[src/rtl/led_pkg.sv]
// Shared definitions for the LED stages: envelope phase encoding, LED count
// and board clock rate.
package led_pkg;

    // Breathing envelope states; the encoding is visible on the phase port.
    typedef enum logic [1:0] {
        RAMP_UP   = 2'd0,
        HOLD_HI   = 2'd1,
        RAMP_DOWN = 2'd2,
        HOLD_LO   = 2'd3
    } phase_t;

    localparam int LED_NUM = 4;
    localparam int CLK_HZ  = 25_000_000;

endpackage

[src/rtl/tick_gen.sv]
// Prescaler producing a one-cycle tick every DIV clocks. A synchronous clear
// restarts the count from zero, so the next tick lands DIV clocks after
// the clear drops. DIV=1 gives a tick on every cycle.
module tick_gen #(
    parameter int DIV = 2
) (
    input  logic clk,
    input  logic rst,
    input  logic clr,
    output logic tick
);

    localparam int             CNT_W = (DIV > 1) ? $clog2(DIV) : 1;
    localparam logic [CNT_W-1:0] LAST = CNT_W'(DIV - 1);

    logic [CNT_W-1:0] cnt;

    // Tick on the last count; suppressed while cleared.
    assign tick = (cnt == LAST) && !clr;

    // Count 0..DIV-1 and wrap; reset and clear both restart from zero.
    always_ff @(posedge clk) begin
        // NOTE: sequential state uses non-blocking (<=) so every register
        // samples the pre-edge values and simulation matches the flops.
        if (rst || clr) begin
            cnt <= '0;
        end else if (cnt == LAST) begin
            cnt <= '0;
        end else begin
            cnt <= cnt + 1'b1;
        end
    end

endmodule

[src/rtl/led_breathe_pwm.sv]
// LED breathing stage: registers the four blink-stage LED requests and, while
// breathe_en is high, PWM-dims the lit ones along a ramp-up / hold / ramp-down
// / hold envelope. With breathe_en low the requests pass through undimmed.
// Define LED_BREATHE_GAMMA_EN to apply a squared (gamma-2) duty curve to the
// PWM compare; the duty port always reports the linear value.
import led_pkg::*;

module led_breathe_pwm #(
    parameter int PWM_BITS   = 8,
    parameter int STEP_TICKS = 48828,
    parameter int HOLD_STEPS = 64
) (
    input  logic                clk,
    input  logic                rst,
    input  logic [LED_NUM-1:0]  led_in,
    input  logic                breathe_en,
    output logic [LED_NUM-1:0]  led_out,
    output logic [PWM_BITS-1:0] duty,
    output logic [1:0]          phase
);

    localparam logic [PWM_BITS-1:0] DUTY_MAX  = '1;
    localparam logic [PWM_BITS-1:0] DUTY_ONE  = PWM_BITS'(1);
    localparam int                  HOLD_W    = (HOLD_STEPS > 1) ? $clog2(HOLD_STEPS) : 1;
    localparam logic [HOLD_W-1:0]   HOLD_LAST = HOLD_W'(HOLD_STEPS - 1);

    phase_t              state_q, state_d;
    logic [PWM_BITS-1:0] duty_d;
    logic [HOLD_W-1:0]   hold_q, hold_d;
    logic [PWM_BITS-1:0] pwm_cnt;
    logic [PWM_BITS-1:0] eff_duty;
    logic [LED_NUM-1:0]  led_in_q;
    logic                step;
    logic                pwm_on;

    // Envelope step prescaler; held at zero while breathing is disabled so a
    // re-enable always waits a full step before the first duty change.
    tick_gen #(
        .DIV (STEP_TICKS)
    ) u_step_tick (
        .clk  (clk),
        .rst  (rst),
        .clr  (!breathe_en),
        .tick (step)
    );

    // Envelope state, duty and hold counter registers.
    always_ff @(posedge clk) begin
        if (rst) begin
            state_q <= RAMP_UP;
            duty    <= '0;
            hold_q  <= '0;
        end else begin
            state_q <= state_d;
            duty    <= duty_d;
            hold_q  <= hold_d;
        end
    end

    // Next envelope state: disable forces a dark restart, otherwise advance
    // one envelope step per tick.
    always_comb begin
        // NOTE: every output of this block is given a default first so no
        // path leaves it unassigned, which would infer a latch.
        state_d = state_q;
        duty_d  = duty;
        hold_d  = hold_q;
        if (!breathe_en) begin
            state_d = RAMP_UP;
            duty_d  = '0;
            hold_d  = '0;
        end else if (step) begin
            unique case (state_q)
                RAMP_UP: begin
                    duty_d = duty + 1'b1;
                    if (duty == DUTY_MAX - DUTY_ONE) begin
                        state_d = HOLD_HI;
                        hold_d  = '0;
                    end
                end
                HOLD_HI: begin
                    if (hold_q == HOLD_LAST) begin
                        state_d = RAMP_DOWN;
                        hold_d  = '0;
                    end else begin
                        hold_d = hold_q + 1'b1;
                    end
                end
                RAMP_DOWN: begin
                    duty_d = duty - 1'b1;
                    if (duty == DUTY_ONE) begin
                        state_d = HOLD_LO;
                        hold_d  = '0;
                    end
                end
                HOLD_LO: begin
                    if (hold_q == HOLD_LAST) begin
                        state_d = RAMP_UP;
                        hold_d  = '0;
                    end else begin
                        hold_d = hold_q + 1'b1;
                    end
                end
                default: begin
                    state_d = RAMP_UP;
                    duty_d  = '0;
                    hold_d  = '0;
                end
            endcase
        end
    end

    assign phase = state_q;

`ifdef LED_BREATHE_GAMMA_EN
    // Squared duty, truncated back to PWM_BITS, for a perceptually even ramp.
    logic [2*PWM_BITS-1:0] duty_ext;
    assign duty_ext = {{PWM_BITS{1'b0}}, duty};
    assign eff_duty = PWM_BITS'((duty_ext * duty_ext) >> PWM_BITS);
`else
    assign eff_duty = duty;
`endif

    assign pwm_on = (pwm_cnt < eff_duty);

    // Input register, free-running PWM counter and registered LED drive.
    always_ff @(posedge clk) begin
        if (rst) begin
            led_in_q <= '0;
            pwm_cnt  <= '0;
            led_out  <= '0;
        end else begin
            led_in_q <= led_in;
            pwm_cnt  <= pwm_cnt + 1'b1;
            if (breathe_en) begin
                led_out <= led_in_q & {LED_NUM{pwm_on}};
            end else begin
                led_out <= led_in_q;
            end
        end
    end

endmodule

[config.mk]
export PLATFORM = sky130hd
export DESIGN_NAME = led_breathe_pwm
export DESIGN_NICKNAME = d
export VERILOG_FILES = /design/src/rtl/led_pkg.sv /design/src/rtl/tick_gen.sv /design/src/rtl/led_breathe_pwm.sv
export SDC_FILE = /design/constraint.sdc
export NUM_CORES = 1
export LEC_CHECK = 0
export CORE_UTILIZATION = 34
export CTS_CLUSTER_DIAMETER = 80
export DETAILED_ROUTE_END_ITERATION = 8
export GPL_TIMING_DRIVEN = 0
export HOLD_SLACK_MARGIN = 0.02
export PLACE_DENSITY_LB_ADDON = 0.05
export SYNTH_ARGS = -nofsm -noshare
export SYNTH_HDL_FRONTEND = slang
export SYNTH_SLANG_ARGS = --single-unit
[constraint.sdc]
create_clock -name clk -period 2.6 [get_ports clk]
set_input_delay 0.78 -clock clk [delete_from_list [all_inputs] [get_ports clk]]
set_output_delay 0.78 -clock clk [all_outputs]
set_load 0.1 [all_outputs]
==> metrics.txt <==
Max-cap violations=0; worst vdd ir=0.0002398 V; Initial Utilization=between 30% and 40%; Die H=just under 90 um; share of the synthesized area in the top cell type=between 30% and 40%; YS warnings=0; Final HPWL DP=approximately 3600 um; Clock Latency Late Sink=~300 ps; Mapped Avg Cell Area=just under 9 um2; Leakage=1.086 nW; R2R Path Start=duty[1]$_SDFFE_PP0P_; die area=7477 um2; critical path launch point=duty[3]$_SDFFE_PP0P_; Num CTS Buffers=5; Data required, critical path=between 1500 and 2000 ps; antenna viol nets, final=0; Synth cell types=42; CP delay by family, top=buffers and inverters; floorplan core area=between 6000 and 7000 um2; CP endpoint kind=output port; initial antenna violation count=0; EDFF count, synth=0; pwr/cell area=roughly 460 nW/um2; dpl ws=-110.8 ps; ys async rst share=0%; Final min period=2561 ps; share of cells above drive strength 1=under 10%; synth top area cells=dfxtp_1 40%, ha_1 9.3%, nor2_1 5.3%; Setup CP Type=reg -> out; H-tree Lvls=2; global-route wire length before repair=about 8600 um; TritonCTS clock tree=built; fmax=approximately 400 MHz; Core Util, Final=around 41%; largest net degree at the start of global routing=17; width of the die=between 80 and 90 um; crit path max fanout=2; area grow syn2layout=16.50%; cells along the critical path=clkdlybuf4s50_1; hold_ws=449.4 ps; CTS Sinks=48; final setup violating endpoints=0; # fillers=719; register area share after synthesis=39.61%; Syn Nets=298; relative slew slack=35.21%; unrepaired setup endpoints after global routing=false; Final nets=about 330; outcome=complete, no violations; vias per cell=4.834; Placer Congestion=0.7377; Tcrit/Tclk final=about 98%; WP depth=1; Non-Filler Instances=397; vias in the first global route=1838; Slew @ Worst Pin=968.9 ps; CP endpoint=duty[3]; Max Slew Vio Count=0; final WL=4906 um; Mapped Cells=about 270; total power=roughly 1.3 mW; # diodes=0; worst hold path type=reg -> reg; DRT Pass-1 Iters=4; reg2reg setup slack=slightly above 500 ps; crit path max-delay cell type=clkdlybuf4s50_1; Synth Cell Area=2426 um2; IO buf count=20; Clock transition at path regs=90 ps; Yosys top cell by area=dfxtp_1; PnR worst setup slack=39.23 ps; CP bufs+invs=1; Clock Path Buffers=2; Worst path max stage delay=between 1000 and 1500 ps; CTS Root Cell=clkbuf_8; drt initial violations=26; # rows=30; fin area=around 2800 um2; Setup Buffers After CTS=0; final hold viol count=0; worst r2r path cells=6; CP startpoint kind=flip-flop; DR vias=~1900; GRT overflow=0; DRC errors left=0; CP arrival=roughly 1800 ps; Yosys reg bits=48; post-placement cell area=2746 um2; setup total negative slack=0 ps; RR Endpoint=led_out[3]$_SDFF_PP0_; Placed Instances=389; ys flop type=dfxtp_1; # IOs=21; clk_skew=between 9 and 10 ps; routed len/inst=~12 um; GRT Resource Usage Total=approximately 15%
==> registers in the layout, indices dropped and copies added (netlist names) <==
name,flops
duty,8
led_in_q,4
hold_q,6
phase,2
u_step_tick.cnt,16
pwm_cnt,8
led_out,4
==> cell type report <==
type	instances	area, um2	area share [%]
Inverter	12	45.04	1.594
Timing Repair Buffer	20	188.9	6.684
Clock inverter	3	22.52	0.7968
Buffer	8	43.79	1.549
Clock buffer	5	68.82	2.435
Tap cell	96	120.1	4.250
Sequential cell	48	960.9	34.00
Multi-Input combinational cell	205	1376	48.69
==> placed cells by master, fill, tap and decap left out, types with 4 or more instances in the layout <==
cell type        synthesis  routed
nand3_1                 25      25
and3_1                  10      10
o211ai_1                 8       8
mux2i_1                  5       5
nand2_1                 19      19
a21oi_1                  4       4
o21ai_0                  5       5
ha_1                    18      18
clkdlybuf4s50_1          0      11
xor2_1                  13      13
nor2_1                  34      34
xnor2_1                  9       9
clkbuf_1                 4       4
nand4_1                  6       6
dlygate4sd2_1            0       9
nor2b_1                  8       8
or4_1                    6       6
a21boi_0                 4       4
dfxtp_1                 48      48
inv_1                   12      12
clkbuf_8                 0       5
==> worst min path at each step <==
stage	depth (start not counted)	endpoint	slack [ps]	startpoint
2_1_floorplan	1	pwm_cnt[0]$_SDFF_PP0_	420	pwm_cnt[0]$_SDFF_PP0_
3_3_place_gp	1	led_out[1]$_SDFF_PP0_	430	led_in_q[1]$_SDFF_PP0_
3_5_place_dp	1	led_out[2]$_SDFF_PP0_	440	led_in_q[2]$_SDFF_PP0_
4_1_cts	1	led_out[2]$_SDFF_PP0_	450	led_in_q[2]$_SDFF_PP0_
5_1_grt	1	led_out[2]$_SDFF_PP0_	480	led_in_q[2]$_SDFF_PP0_
6_report	1	led_out[2]$_SDFF_PP0_	450	led_in_q[2]$_SDFF_PP0_
==> synthesized netlist by cell type (6+ instances only) <==
master / n
nand3_1: 25
nor2b_1: 8
and3_1: 10
xor2_1: 13
nand2_1: 19
ha_1: 18
o211ai_1: 8
nand4_1: 6
xnor2_1: 9
or4_1: 6
dfxtp_1: 48
nor2_1: 34
inv_1: 12
==> per-layer routing <==
metal  track usage, %  part of all wire (%)  vias to the layer above
met4            4.091                   1.2                        0
li1                 -                     -                     1009
met5                0                     0                        -
met3            3.143                   2.8                        5
met2            22.87                    42                       29
met1            20.48                    54                      876
==> what timing repair did <==
item,in CTS,in global routing
hold endpoints to repair,0,0
hold buffers,0,0
setup endpoints to repair,9,0
resized for setup,9,0
==> logic make-up (layout without fill, tap and decap cells) <==
group	after synthesis	after routing	share of synthesized area, %
AOI/OAI and AO/OA	33	33	9.593
xor gates and xnor gates	22	22	7.942
adders and majority gates	18	18	9.283
buffers and inverters	20	48	3.661
DFF	48	48	39.61
muxes	5	5	2.063
and+or+nand+nor	127	127	27.85
==> report_power, final <==
group	switching, mW	internal, mW	leakage (nW)
registers	0.00670	0.746	0.389
logic	0.0499	0.0283	0.648
clock network	0.265	0.193	0.0485
total	0.322	0.968	1.09
Note: power is estimated with default switching activity, not from simulation.
